--- src/rtl/uart_dl_ctrl.sv ---
`default_nettype none
// ============================================================================
// Module  : uart_dl_ctrl
// Purpose : UART firmware-download controller. While the download enable is
//           high it holds the CPU halted. It parses framed program images from
//           the UART receive byte stream and writes them as 32-bit words into
//           instruction memory. After each frame it answers with ACK or NAK.
//           Frame layout:
//             SYNC, ADDR[7:0..31:24], LEN (words), LEN*4 data bytes, CSUM
// Ports   : clk_i/rst_ni          clock, async active-low reset
//           dl_en_i               raw download-enable pin (2-flop synchronized)
//           rx_data_i/rx_valid_i  received byte stream (1-cycle strobes)
//           tx_data_o/tx_valid_o/tx_ready_i  response byte handshake
//           mem_req_o/mem_we_o/mem_addr_o/mem_wdata_o/mem_gnt_i
//                                 write-only bus master, req held until gnt
//           halt_req_o            CPU halt request
//           busy_o                frame open or write/response pending
// Revision: 1.0 - initial release
// ============================================================================
module uart_dl_ctrl #(
    parameter int unsigned TIMEOUT_CYC = 100000,
    parameter logic [7:0]  SYNC_BYTE   = 8'hA5
) (
    input  logic        clk_i,
    input  logic        rst_ni,
    input  logic        dl_en_i,
    input  logic [7:0]  rx_data_i,
    input  logic        rx_valid_i,
    output logic [7:0]  tx_data_o,
    output logic        tx_valid_o,
    input  logic        tx_ready_i,
    output logic        mem_req_o,
    output logic        mem_we_o,
    output logic [31:0] mem_addr_o,
    output logic [31:0] mem_wdata_o,
    input  logic        mem_gnt_i,
    output logic        halt_req_o,
    output logic        busy_o
);

    localparam int unsigned TW       = $clog2(TIMEOUT_CYC + 1);
    localparam logic [TW-1:0] TMO_LAST = TW'(TIMEOUT_CYC - 1);
    localparam logic [7:0]  ACK_BYTE = 8'h06;
    localparam logic [7:0]  NAK_BYTE = 8'h15;

    typedef enum logic [2:0] {
        S_IDLE = 3'd0,
        S_ADDR = 3'd1,
        S_LEN  = 3'd2,
        S_DATA = 3'd3,
        S_CSUM = 3'd4,
        S_RESP = 3'd5
    } state_e;

    state_e      state_q, state_d;
    logic [1:0]  sync_q;
    logic [31:0] addr_q, addr_d;        // address shift register, then next word address
    logic [23:0] word_q, word_d;        // first three bytes of the word being assembled
    logic [1:0]  bcnt_q, bcnt_d;
    logic [7:0]  wcnt_q, wcnt_d;
    logic [7:0]  csum_q, csum_d;
    logic        err_q, err_d;
    logic [TW-1:0] tmo_q, tmo_d;
    logic        mem_req_q, mem_req_d;
    logic [31:0] mem_addr_q, mem_addr_d;
    logic [31:0] mem_wdata_q, mem_wdata_d;
    logic        tx_valid_q, tx_valid_d;
    logic [7:0]  tx_data_q, tx_data_d;

    logic        dl_en;
    logic        frame_open;
    logic        tmo_hit;
    logic [31:0] word_full;
    logic        err_final;
    logic        buf_free;

    assign dl_en      = sync_q[1];
    assign frame_open = (state_q == S_ADDR) || (state_q == S_LEN) ||
                        (state_q == S_DATA) || (state_q == S_CSUM);
    // A byte arriving in the expiry cycle wins over the timeout.
    assign tmo_hit    = frame_open && !rx_valid_i && (tmo_q == TMO_LAST);
    assign word_full  = {rx_data_i, word_q};
    assign err_final  = err_q | (rx_data_i != csum_q);
    // The write buffer is free now or becomes free at the end of this cycle.
    assign buf_free   = !mem_req_q || mem_gnt_i;

    always_ff @(posedge clk_i or negedge rst_ni) begin
        if (!rst_ni) begin
            state_q     <= S_IDLE;
            sync_q      <= 2'b00;
            addr_q      <= '0;
            word_q      <= '0;
            bcnt_q      <= '0;
            wcnt_q      <= '0;
            csum_q      <= '0;
            err_q       <= 1'b0;
            tmo_q       <= '0;
            mem_req_q   <= 1'b0;
            mem_addr_q  <= '0;
            mem_wdata_q <= '0;
            tx_valid_q  <= 1'b0;
            tx_data_q   <= '0;
        end else begin
            state_q     <= state_d;
            sync_q      <= {sync_q[0], dl_en_i};
            addr_q      <= addr_d;
            word_q      <= word_d;
            bcnt_q      <= bcnt_d;
            wcnt_q      <= wcnt_d;
            csum_q      <= csum_d;
            err_q       <= err_d;
            tmo_q       <= tmo_d;
            mem_req_q   <= mem_req_d;
            mem_addr_q  <= mem_addr_d;
            mem_wdata_q <= mem_wdata_d;
            tx_valid_q  <= tx_valid_d;
            tx_data_q   <= tx_data_d;
        end
    end

    always_comb begin
        state_d     = state_q;
        addr_d      = addr_q;
        word_d      = word_q;
        bcnt_d      = bcnt_q;
        wcnt_d      = wcnt_q;
        csum_d      = csum_q;
        err_d       = err_q;
        tmo_d       = tmo_q;
        mem_req_d   = mem_req_q;
        mem_addr_d  = mem_addr_q;
        mem_wdata_d = mem_wdata_q;
        tx_valid_d  = tx_valid_q;
        tx_data_d   = tx_data_q;

        // Write handshake runs independently of the frame parser so that an
        // aborted frame still completes its outstanding write.
        if (mem_req_q && mem_gnt_i) begin
            mem_req_d = 1'b0;
        end

        if (rx_valid_i || !frame_open) begin
            tmo_d = '0;
        end else begin
            tmo_d = tmo_q + TW'(1);
        end

        if (!dl_en && (state_q != S_IDLE) && !(state_q == S_RESP && tx_valid_q)) begin
            // Abort: drop the frame silently; a response already on the
            // wire is allowed to finish in RESP.
            state_d = S_IDLE;
        end else if (tmo_hit) begin
            err_d   = 1'b1;
            state_d = S_RESP;
        end else begin
            case (state_q)
                S_IDLE: begin
                    if (rx_valid_i && dl_en && (rx_data_i == SYNC_BYTE)) begin
                        state_d = S_ADDR;
                        csum_d  = '0;
                        err_d   = 1'b0;
                        bcnt_d  = '0;
                    end
                end
                S_ADDR: begin
                    if (rx_valid_i) begin
                        csum_d = csum_q ^ rx_data_i;
                        addr_d = {rx_data_i, addr_q[31:8]};
                        bcnt_d = bcnt_q + 2'd1;
                        // First byte carries the alignment bits.
                        if ((bcnt_q == 2'd0) && (rx_data_i[1:0] != 2'b00)) begin
                            err_d = 1'b1;
                        end
                        if (bcnt_q == 2'd3) begin
                            state_d = S_LEN;
                        end
                    end
                end
                S_LEN: begin
                    if (rx_valid_i) begin
                        csum_d = csum_q ^ rx_data_i;
                        bcnt_d = '0;
                        if (rx_data_i == 8'd0) begin
                            err_d   = 1'b1;
                            state_d = S_CSUM;
                        end else begin
                            wcnt_d  = rx_data_i;
                            state_d = S_DATA;
                        end
                    end
                end
                S_DATA: begin
                    if (rx_valid_i) begin
                        csum_d = csum_q ^ rx_data_i;
                        word_d = {rx_data_i, word_q[23:8]};
                        bcnt_d = bcnt_q + 2'd1;
                        if (bcnt_q == 2'd3) begin
                            if (!err_q) begin
                                if (!buf_free) begin
                                    // Buffer still occupied: drop the word and
                                    // suppress the rest of the frame.
                                    err_d = 1'b1;
                                end else begin
                                    mem_req_d   = 1'b1;
                                    mem_addr_d  = addr_q;
                                    mem_wdata_d = word_full;
                                end
                            end
                            addr_d = addr_q + 32'd4;
                            wcnt_d = wcnt_q - 8'd1;
                            if (wcnt_q == 8'd1) begin
                                state_d = S_CSUM;
                            end
                        end
                    end
                end
                S_CSUM: begin
                    if (rx_valid_i) begin
                        err_d   = err_final;
                        state_d = S_RESP;
                        if (buf_free) begin
                            tx_valid_d = 1'b1;
                            tx_data_d  = err_final ? NAK_BYTE : ACK_BYTE;
                        end
                    end
                end
                S_RESP: begin
                    if (tx_valid_q) begin
                        if (tx_ready_i) begin
                            tx_valid_d = 1'b0;
                            state_d    = S_IDLE;
                        end
                    end else if (buf_free) begin
                        tx_valid_d = 1'b1;
                        tx_data_d  = err_q ? NAK_BYTE : ACK_BYTE;
                    end
                end
                default: state_d = S_IDLE;
            endcase
        end
    end

    assign tx_data_o   = tx_data_q;
    assign tx_valid_o  = tx_valid_q;
    assign mem_req_o   = mem_req_q;
    assign mem_we_o    = mem_req_q;
    assign mem_addr_o  = mem_addr_q;
    assign mem_wdata_o = mem_wdata_q;
    assign busy_o      = (state_q != S_IDLE) || mem_req_q || tx_valid_q;
    assign halt_req_o  = dl_en | busy_o;

endmodule
`default_nettype wire

--- config.mk ---
export PLATFORM = sky130hd
export DESIGN_NAME = uart_dl_ctrl
export DESIGN_NICKNAME = d
export VERILOG_FILES = /design/src/rtl/uart_dl_ctrl.sv
export SDC_FILE = /design/constraint.sdc
export NUM_CORES = 1
export LEC_CHECK = 0
export BUFFER_PORTS_ARGS = -buffer_cell sky130_fd_sc_hd__buf_2
export CAP_MARGIN = 20
export CORE_MARGIN = 5
export CORE_UTILIZATION = 63
export CTS_BUF_LIST = sky130_fd_sc_hd__clkbuf_16
export CTS_CLUSTER_SIZE = 40
export DETAILED_ROUTE_END_ITERATION = 7
export PLACE_DENSITY = 0.88
export SYNTH_ARGS = -nofsm -noshare
export SYNTH_HDL_FRONTEND = slang
export SYNTH_SLANG_ARGS = --single-unit
--- constraint.sdc ---
create_clock -name clk_i -period 4.3 [get_ports clk_i]
set_input_delay 0.215 -clock clk_i [delete_from_list [all_inputs] [get_ports clk_i]]
set_output_delay 0.215 -clock clk_i [all_outputs]
set_load 0.1 [all_outputs]
After elaboration in Yosys (flattened, before gate mapping)
Cells that the tools add are included.
{ "totals": {"ff_bits": 171, "inputBits": 14, "out_inout_bits": 77, "word_cells": 172} }
{ "classes": {"add_sub_neg": 4, "eq_ne": 40, "muxes": 64, "bitwise_logic": 6, "reduce_logical": 44} }
{ "ops": {"columns": ["operator", "count"], "rows": [
  ["2-to-1 mux 32 bit", 3],
  ["2-to-1 mux 8 bit", 10],
  ["case mux 32 bit (2 select lines)", 1],
  ["case mux 8 bit (2 select lines)", 3],
  ["2-to-1 mux 3 bit", 13],
  ["adder 32 x 3 -> 32 bit, second input constant", 1],
  ["2-to-1 mux 1 bit", 24],
  ["!= test 4 x 3 -> 1 bit, second input constant", 6],
  ["AND reduction 7 bit", 3],
  ["AND reduction 10 bit", 2],
  ["!= test 2 bit, second input constant", 9],
  ["case mux 3 bit (6 select lines)", 1],
  ["adder 17 x 1 -> 17 bit, second input constant", 1],
  ["== test 17 bit, second input constant", 1],
  ["2-to-1 mux 17 bit", 1],
  ["!= test 3 bit, second input constant", 5],
  ["!= test 4 x 2 -> 1 bit, second input constant", 3],
  ["AND reduction 6 bit", 2],
  ["2-to-1 mux 5 bit", 2],
  ["AND reduction 5 bit", 2],
  ["nonzero test 2 bit", 5],
  ["logical AND 1 bit", 9],
  ["!= test 3 x 2 -> 1 bit, second input constant", 3],
  ["== test 8 x 1 -> 1 bit, second input constant", 1],
  ["27 further kinds", 47]
]} }

Logic depth before layout (Yosys ltp)
{ "depth": {"depth_word": 9, "mapped_depth": 9, "mapped_depth_nobuf": 7} }

Worst setup path after synthesis
OpenSTA, ideal clock, no wires.
{ "synth_path": {"kind": "register to output", "start": "reg tx_valid_q (netlist: tx_valid_o)", "end": "out halt_req_o", "t_arrival_ns": 2.422, "t_required_ns": 4.085, "slack_ns": 1.663, "path_stages_with_launch": 3, "path_buffers": 0, "path_cell_list": "dfrtp_1 -> or3_1 -> or2_2"} }
{ "synth_between": {"elab_chain_len": 2} }
{ "synth_lines": {"columns": ["element", "line", "text"], "rows": [
  ["start: declaration", "67", "logic tx_valid_q, tx_valid_d;"],
  ["start signal: assignment", "116", "tx_valid_q <= tx_valid_d;"],
  ["logical OR 1 bit", "249", "assign busy_o = (state_q != S_IDLE) || mem_req_q || tx_valid_q;"],
  ["via busy_o", "38", "output logic busy_o"],
  ["OR 1 bit", "250", "assign halt_req_o = dl_en | busy_o;"],
  ["end: declaration", "37", "output logic halt_req_o,"]
]} }
The timed path passes the listed nets, and every way through them passes these cells.

Final worst setup path
{ "layout_path": {"start": "reg state_q[2]", "end": "reg mem_wdata_q[21] (netlist: mem_wdata_o[21])"} }
{ "layout_between": {"elab_chain_len": 8} }
{ "layout_lines": {"columns": ["element", "line", "text"], "rows": [
  ["start: declaration", "55", "state_e state_q, state_d;"],
  ["start signal: assignment", "104", "state_q <= state_d;"],
  ["== test 3 x 1 -> 1 bit or == test 3 x 2 -> 1 bit (tied branches)", "78", "assign frame_open = (state_q == S_ADDR) || (state_q == S_LEN) ||"],
  ["logical OR 1 bit (2 in series)", "78", null],
  ["logical OR 1 bit", "79", "(state_q == S_DATA) || (state_q == S_CSUM);"],
  ["logical AND 1 bit (2 in series)", "81", "assign tmo_hit = frame_open && !rx_valid_i && (tmo_q == TMO_LAST);"],
  ["inverter 1 bit (no line)", null, null],
  ["AND reduction 7 bit (no line) *", null, null],
  ["end signal: assignment", "115", "mem_wdata_q <= mem_wdata_d;"],
  ["end: declaration", "66", "logic [31:0] mem_wdata_q, mem_wdata_d;"]
]} }
Every way passes the cells marked *; elsewhere a longest branch is shown, timed or not.
A chain may end at the register's enable or synchronous reset.

==> out/results.ini <==
[drt]
route.met3.wl_um=1321
drtIter0Drc=710
highest_layer=met4
met1_length_um=7640
dr_wl_met2_um=9869
drt_wl_total_um=19500
dr.pass1.iters=6
wl_per_cell_um=19.35
via_per_inst=6.267
drc=0
antenna_left=0
dr_total_vias=6317

[die]
core_area_um2=12670
die-area_um2=15360
rows=41
fp.dieH_um=123.9
start_util=0.6454
pin_count=91
chipWidth_um=123.9

[outcome]
outcome=finished, final reports clean

[clock_network]
cts-root-buf=clkbuf_16
clkSinkCount=166
h-tree-depth=4
cts_resized=0
tritoncts=done
clkSlewWorstSetupHoldPaths_ps=70
clockBufferDepth=2
cts_made_buffers=17
clk_latency_ps=430

[min_path]
hold_path_class=input pin to flip-flop

[global_route]
overflow=0
grt_start_max_net_pins=90
antenna_found_initial=0
grt_use_total=0.2666
grt_pass1_wl_um=31790
grt_pass1_vias=6449

[layout]
n_antenna_cell=0
final_net_count=843
fillers=861
drive_gt1_frac=0.2081
syn2layout_area_growth_pct=11.90

[placed_design]
port_buffers=86
gp_congestion=0.8792
dp_slack_ps=1489
dp_hpwl_um=12710

[critical_path]
path_max_fanout=46
critPathRequiredTime_ps=4600
crit_path_start_kind=flip-flop
worstSetupPathType=flip-flop to flip-flop
cp.arrival_ps=3230
end_kind=flip-flop

[yosys]
synth.cell_area_um2=8178
synth_edf_count=0
ys_top_cells_by_count=dfrtp_1 (166), nor2_1 (67), mux2_1 (62), nand2_1 (51), o21ai_0 (48)
ys.flop_type=dfrtp_1
yosysMostFrequentCell=dfrtp_1
postSynthAreaPerCell_um2=10.80
yosys-top-cells-area=dfrtp_1 (51%), mux2_1 (8.5%), mux2_2 (4.1%)
synthArstFlopShare=1.000
ys_ff_latch=166
yosys.area.top_type=dfrtp_1
synth_top_area_share=0.5080
yosysWarnings=0
ys_seq_area_frac=0.5080
synth_cell_types=70
syn_inst=757

[sta]
finClkSkew_ps=8.922
worstMarginPinSlew_ps=1009
fin_crit_sh=0.6813
rsz0062_at_grt=no
fin_tns_setup_ps=0
min_period_ps=2930
finalWorstSetupSlack_ps=1370
finalMaxSlewViolations=0
hold_viol_final=0
max_slew_margin=0.3276
clock.fmax_mhz=341.3
setup_viol_count_final=0

[power]
ir_drop_mv=0.2783
p_per_area_nw_per_um2=421.5
p_leak_nw=4.509

[job]
max_cap_violations=0

==> stage by stage <==
stage	std cells	cell area (um2)	util	total power, mW	hold WS (ps)
floorplan	760	8189	-	2.257	-80.59
global placement	974	8588	0.6778	2.408	318.3
detailed placement	974	8588	0.6778	2.444	330.8
CTS	1008	9151	0.7222	3.857	75.10
global route	1008	9151	0.7222	4.009	99.81
finish	1008	9151	0.7222	3.857	82.74
==> state kept, by name, indices dropped and copies added (netlist names), 8 cells and up <==
| signal | count |
|---|---|
| addr_q | 32 |
| csum_q | 8 |
| mem_addr_o | 32 |
| mem_wdata_o | 32 |
| tmo_q | 17 |
| wcnt_q | 8 |
| word_q | 24 |
==> power by group <==
group / internal, mW / switching [mW]
Sequential: 1.71 / 0.274
Combinational: 0.195 / 0.265
Clock: 0.786 / 0.627
Total: 2.69 / 1.17
==> layout make-up <==
cell class	count	area [um2]	area share
clock buffers	17	425.4	0.04649
clock inverters	15	117.6	0.01285
inverters	12	45.04	0.004922
multi-input cells	531	3685	0.4027
flip-flops and latches	166	4154	0.4539
well taps	172	215.2	0.02352
repair buffers	95	509.2	0.05565
==> worst max-delay path, cell delays in order (launching register included) <==
cell and delay (ps):
dfrtp_1 590, nand3b_1 260, buf_4 300, nor2_8 410, nand3b_1 220, nor2b_4 160, buf_4 410, mux2_1 410
==> routing by layer <==
metal	up-vias	track usage
met1	3094	0.3349
li1	2846	-
met4	0	0.1253
met3	69	0.05132
met2	308	0.4471
met5	-	0
==> worst paths after layout <==
check,from,end,slack (ps),depth (start not counted)
max reg2reg,state_q[2],mem_wdata_o[21],1370,7
min reg2reg,sync_q[0],sync_q[1],350,0
min,tx_ready_i,tx_valid_o,80,3
max in group asynchronous,rst_ni,word_q[22],2790,3
max,state_q[2],mem_wdata_o[21],1370,7
min in group asynchronous,rst_ni,mem_addr_o[21],430,2
==> cells in the final DEF (no fill, tap or decap), types with 4 or more instances in the layout <==
master / n
nand2b_1: 4
nor3_1: 17
o22ai_1: 13
a2bb2oi_1: 8
conb_1: 4
clkinvlp_4: 4
nand3_1: 24
mux2_1: 62
dfrtp_1: 166
mux2i_1: 5
xnor2_1: 5
nand2_1: 51
clkinv_2: 4
or3_1: 11
o21ai_0: 48
buf_2: 85
o21a_1: 6
mux2_2: 30
buf_4: 7
nand4_1: 17
xor2_1: 17
ha_1: 6
nor4_1: 7
nor2b_1: 4
and3_1: 14
clkbuf_16: 17
inv_1: 14
nor2_1: 67
a21oi_1: 37
o21ai_1: 10
==> cells by family after synthesis <==
group,Yosys count,share of synthesized area
simple gates,250,0.1662
flops,166,0.5080
compound gates,152,0.1158
mux,97,0.1328
buf+inv,63,0.04406
xor+xnor,22,0.02356
fa+ha+maj,6,0.009180
other cells,1,0.0004586
==> timing repair <==
action | in CTS | in global routing
hold buffers | 2 | 0
buffers inserted | 0 | 0
endpoints found under the hold margin | 88 | 0
No activity file was read; power rests on OpenSTA's default activity.
